--- src/rtl/serial_alu.sv ---
// Bit-serial 64-bit ALU: one SLICE_W slice per cycle, LSB first; out_valid NSLICE cycles after accept.
// One operation in flight; in_ready only in IDLE, result held in DONE until out_ready.
module serial_alu #(
  parameter int SLICE_W = 16
) (
  input  logic        clk,
  input  logic        reset,
  input  logic        in_valid,
  output logic        in_ready,
  input  logic [63:0] A,
  input  logic [63:0] B,
  input  logic [2:0]  cntrl,
  output logic        out_valid,
  input  logic        out_ready,
  output logic [63:0] result,
  output logic        negative,
  output logic        zero,
  output logic        overflow,
  output logic        carry_out
);

  localparam int NSLICE = 64 / SLICE_W;
  localparam int CNT_W  = (NSLICE > 1) ? $clog2(NSLICE) : 1;
  localparam logic [CNT_W-1:0] LAST_SLICE = CNT_W'(NSLICE - 1);

  localparam logic [2:0] OP_PASS = 3'b000;
  localparam logic [2:0] OP_ADD  = 3'b010;
  localparam logic [2:0] OP_SUB  = 3'b011;
  localparam logic [2:0] OP_AND  = 3'b100;
  localparam logic [2:0] OP_OR   = 3'b101;
  localparam logic [2:0] OP_XOR  = 3'b110;

  typedef enum logic [1:0] {
    IDLE = 2'd0,
    EXEC = 2'd1,
    DONE = 2'd2
  } state_t;

  state_t state_q, state_d;

  logic [63:0]        a_q, b_q, res_q;
  logic [2:0]         op_q;
  logic [CNT_W-1:0]   cnt_q;
  logic               carry_q, zacc_q;
  logic               neg_q, zero_q, ovf_q, cout_q;

  logic [SLICE_W-1:0] a_s, b_s, b_eff, slice_res;
  logic [SLICE_W:0]   sum;
  logic               is_sub, is_arith, last_slice, msb_cin;

  // Operand slice selected by the slice counter
  always_comb begin
    a_s = '0;
    b_s = '0;
    for (int k = 0; k < NSLICE; k++) begin
      if (cnt_q == CNT_W'(k)) begin
        a_s = a_q[k*SLICE_W +: SLICE_W];
        b_s = b_q[k*SLICE_W +: SLICE_W];
      end
    end
  end

  always_comb begin
    is_sub     = (op_q == OP_SUB);
    is_arith   = (op_q == OP_ADD) || is_sub;
    last_slice = (cnt_q == LAST_SLICE);
    b_eff      = is_sub ? ~b_s : b_s;
    sum        = {1'b0, a_s} + {1'b0, b_eff} + {{SLICE_W{1'b0}}, carry_q};
    // Carry into the top bit of the slice; only meaningful on the last slice
    msb_cin    = a_s[SLICE_W-1] ^ b_eff[SLICE_W-1] ^ sum[SLICE_W-1];
    case (op_q)
      OP_PASS:        slice_res = b_s;
      OP_ADD, OP_SUB: slice_res = sum[SLICE_W-1:0];
      OP_AND:         slice_res = a_s & b_s;
      OP_OR:          slice_res = a_s | b_s;
      OP_XOR:         slice_res = a_s ^ b_s;
      default:        slice_res = '0;
    endcase
  end

  always_ff @(posedge clk or negedge reset) begin
    if (!reset) begin
      state_q <= IDLE;
    end else begin
      state_q <= state_d;
    end
  end

  always_comb begin
    state_d = state_q;
    case (state_q)
      IDLE:    if (in_valid)   state_d = EXEC;
      EXEC:    if (last_slice) state_d = DONE;
      DONE:    if (out_ready)  state_d = IDLE;
      default: state_d = IDLE;
    endcase
  end

  always_comb begin
    in_ready  = (state_q == IDLE);
    out_valid = (state_q == DONE);
  end

  always_ff @(posedge clk or negedge reset) begin
    if (!reset) begin
      a_q     <= '0;
      b_q     <= '0;
      op_q    <= '0;
      cnt_q   <= '0;
      carry_q <= 1'b0;
      zacc_q  <= 1'b0;
      res_q   <= '0;
      neg_q   <= 1'b0;
      zero_q  <= 1'b0;
      ovf_q   <= 1'b0;
      cout_q  <= 1'b0;
    end else begin
      case (state_q)
        IDLE: begin
          if (in_valid) begin
            a_q     <= A;
            b_q     <= B;
            op_q    <= cntrl;
            cnt_q   <= '0;
            zacc_q  <= 1'b0;
            carry_q <= (cntrl == OP_SUB);
          end
        end
        EXEC: begin
          for (int k = 0; k < NSLICE; k++) begin
            if (cnt_q == CNT_W'(k)) res_q[k*SLICE_W +: SLICE_W] <= slice_res;
          end
          cnt_q   <= cnt_q + CNT_W'(1);
          carry_q <= sum[SLICE_W];
          zacc_q  <= zacc_q | (|slice_res);
          if (last_slice) begin
            neg_q  <= slice_res[SLICE_W-1];
            zero_q <= ~(zacc_q | (|slice_res));
            cout_q <= is_arith & sum[SLICE_W];
            ovf_q  <= is_arith & (msb_cin ^ sum[SLICE_W]);
          end
        end
        default: ;
      endcase
    end
  end

  assign result    = res_q;
  assign negative  = neg_q;
  assign zero      = zero_q;
  assign overflow  = ovf_q;
  assign carry_out = cout_q;

endmodule

--- config.mk ---
export PLATFORM = sky130hd
export DESIGN_NAME = serial_alu
export DESIGN_NICKNAME = d
export VERILOG_FILES = /design/src/rtl/serial_alu.sv
export SDC_FILE = /design/constraint.sdc
export NUM_CORES = 1
export LEC_CHECK = 0
export CAP_MARGIN = 0
export CORE_MARGIN = 2
export CORE_UTILIZATION = 25
export DETAILED_ROUTE_END_ITERATION = 10
export PLACE_DENSITY_LB_ADDON = 0.3
export SYNTH_ARGS = -nofsm -noshare
export SYNTH_HDL_FRONTEND = slang
export SYNTH_SLANG_ARGS = --single-unit
export TNS_END_PERCENT = 30
--- constraint.sdc ---
create_clock -name clk -period 6.3 [get_ports clk]
set_input_delay 1.575 -clock clk [delete_from_list [all_inputs] [get_ports clk]]
set_output_delay 1.575 -clock clk [all_outputs]
set_load 0.02 [all_outputs]
==> metrics <==
Synth Cell Area about 11,000 um^2; status complete, no violations; Crit Path Class flip-flop to flip-flop; TritonCTS buffer count 23; Cell Pwr Density roughly 620 nW/um^2; Remaining Overflow, GRT 0; initial core utilization 25.3%; first-pass GRT wire length approximately 53,000 um; Seq cells post-synth 204; clk slew on worst S/H paths about 0.060 ns; crit path capture type flip-flop; # DRC 0; skew final about 0.019 ns; Setup-failing EPs final 0; Iter 0 DRT Violations approximately 620; synthesized area per cell around 8.4 um^2; Storage cell area just over 5000 um^2; Syn. warnings 0; H-tree lvl count 1; CP Launch Type flip-flop; drt wl/cell ~17 um; Diodes inserted 0; Main synth FF type dfrtp_1; LEAKAGE ~6.6 nW; Layout area overhead 30.5%; crit share post-route roughly three quarters; max-cap check violation count 0; critical-path maximum fanout 19; Sink Count about 200; vias in the first global route 9,206; synth unique cells 65; fin crit period around 4.8 ns; post-CTS sizing 0; slowest stage cell, crit path nor2b_1; DIE AREA 44,200 um^2; row cnt 75; Slew @ Worst Pin around 1.0 ns; fmax about 210 MHz; core area about 42,000 um^2; Nets 1,609; layout cell share with drive strength beyond 1 4.81%; Clock Latency Late Sink ~0.53 ns; area occupied by multi-input gates between 5000 and 6000 um^2; CTS tree built; WP data required 6.66 ns; fill cell count 4,462; dpl ws around 1.5 ns; share of synthesized registers carrying an async set or reset between 90% and 100%; root buffer cell clkbuf_16; number of synthesized flops with an enable pin 0; I/O pin count between 200 and 250; Die W around 210 um; # port buffers 204; WP data arrival approximately 5.2 ns; Final Max Slew Viols 0; TritonRoute pass-1 iters 5; Layout Utilization 33.0%; register area share after synthesis between 40 and 50%; Die Ht about 210 um; crit path cell chain nor2b_1 > nand2_1 > buf_4 > xnor2_1 > fa_1 > fa_1 > nor2b_1 > o31ai_2 > a31oi_1 > a211oi_1 > a311oi_1 > nand3_1 > nor4_2 > a31oi_1; slowest stage delay, CP 0.69 ns; hold crit path type flip-flop to flip-flop; setup TNS 0 ns; syn_nets roughly 1,400; initial antenna violation count 0; DRT Wirelength 33,800 um; Final WS setup between 1.5 and 2 ns; hold buffers post-CTS 0; clock buffer depth 3; Post-CTS Setup Bufs 0; synthesized instance count roughly 1,300; Routed Antenna Nets 0; gr usage total 15.3%; Fin. Hold Viols 0; RSZ-0062 raised after global routing no; Slew HR 30.7%; GP Congestion around 0.86; via count 9,259; maximum vdd ir drop around 0.00026 V; vias per cell roughly 4.7; largest net degree at the start of global routing 110; DP HPWL 24,900 um
==> logic make-up after synthesis <==
logic type               Yosys count  share of synthesized area [%]
AND/OR/NAND/NOR                  582                           21.8
flip-flops                       204                           48.1
AO/OA/AOI/OAI                    255                           15.5
multiplexers                      18                           1.71
XOR/XNOR                          22                           1.81
buffers and inverters            124                           4.69
adder cells (fa/ha/maj)           53                           6.38
==> per-stage QoR <==
step                      cells  power [mW]  instance area, um^2  hold slack [ns]
after floorplan            1258        5.65                10600            0.446
after global placement     1935        7.27                13100            0.459
after detailed placement   1935        7.35                13100            0.462
after CTS                  1975        8.69                13900            0.477
after global routing       1975        9.44                13900            0.490
final                      1975        8.65                13900            0.471
==> cell usage in the layout (no fill, tap or decap), types with 6 or more instances in the layout <==
cell type / instances
o21ai_0: 83
ha_1: 49
dfrtp_1: 204
clkbuf_8: 6
o22ai_1: 21
nor2_1: 59
a31oi_1: 7
nand2_1: 479
a221o_1: 7
clkbuf_1: 6
buf_4: 15
clkdlybuf4s50_1: 203
a22oi_1: 15
inv_1: 42
clkbuf_16: 23
a221oi_1: 8
a21oi_1: 59
xor2_1: 9
mux2i_1: 17
xnor2_1: 13
==> routing by layer <==
metal | vias up | routed length, um | global-route usage (%) | share of wire (%)
li1 | 4519 | - | - | -
met4 | 0 | 753 | 3.82 | 2.2
met3 | 44 | 2150 | 2.41 | 6.4
met1 | 4383 | 16300 | 22.2 | 48
met5 | - | 0 | 0 | 0
met2 | 313 | 14600 | 23.6 | 43
==> synthesized netlist by cell type, drive strengths merged (3+ instances only) <==
library cell | instances | area [um^2]
o31ai | 5 | 42.5
a221oi | 9 | 85.1
a221o | 7 | 70.1
or3 | 4 | 25.0
dfrtp | 204 | 5100
nand3b | 3 | 22.5
a21o | 4 | 30.0
nand2 | 480 | 1800
inv | 43 | 161
o22ai | 21 | 131
xnor2 | 13 | 114
a21oi | 59 | 295
nor2b | 6 | 40.0
o21ai | 83 | 415
nand2b | 4 | 25.0
mux2i | 17 | 170
a211oi | 5 | 37.5
a21boi | 4 | 30.0
clkbuf | 58 | 218
buf | 23 | 119
o22a | 3 | 26.3
a31oi | 7 | 43.8
xor2 | 9 | 78.8
nor2 | 59 | 221
o221ai | 8 | 88.8
and3 | 3 | 18.8
a22oi | 17 | 146
nand3 | 4 | 20.0
nor3 | 4 | 20.0
ha | 51 | 638
a22o | 5 | 43.8
==> critical path, delay by kind of cell, from the launching register on <==
family | cells | cell delay [ns]
adder cells (fa/ha/maj) | 2 | 0.98
buffers and inverters | 1 | 0.26
AND/OR/NAND/NOR | 5 | 1.39
XOR/XNOR | 1 | 0.18
AO/OA/AOI/OAI | 5 | 1.15
flip-flops | 1 | 0.64
==> cell type report <==
| type | count | share of cell area, % |
|---|---|---|
| Clock inverter | 6 | 0.451 |
| Inverter | 43 | 1.16 |
| Sequential cell | 204 | 36.8 |
| Multi-Input combinational cell | 930 | 36.3 |
| Tap cell | 539 | 4.87 |
| Timing Repair Buffer | 219 | 15.6 |
| Clock buffer | 34 | 4.81 |
==> power by group <==
group | switching [mW] | internal, mW | total, mW
Combinational | 3.22 | 1.88 | 5.10
Sequential | 0.370 | 1.88 | 2.25
Clock | 0.529 | 0.771 | 1.30
==> registers in the layout, summed over array words and instances, names as in the netlist <==
register   count
cnt_q          2
a_q           64
b_q           64
result        64
carry_q        1
carry_out      1
overflow       1
op_q           3
zero           1
zacc_q         1
state_q        2
==> final timing paths <==
path | start | to | slack (ns) | cells after the start
max in group asynchronous | reset | a_q[51] | 3.78 | 2
worst min register to register | a_q[25] | a_q[25] | 0.47 | 2
worst min-delay path | a_q[25] | a_q[25] | 0.47 | 2
worst max-delay path | op_q[2] | zacc_q | 1.51 | 14
worst max register to register | op_q[2] | zacc_q | 1.51 | 14
min in group asynchronous | reset | result[48] | 1.19 | 1
Note: power is estimated with default switching activity, not from simulation.
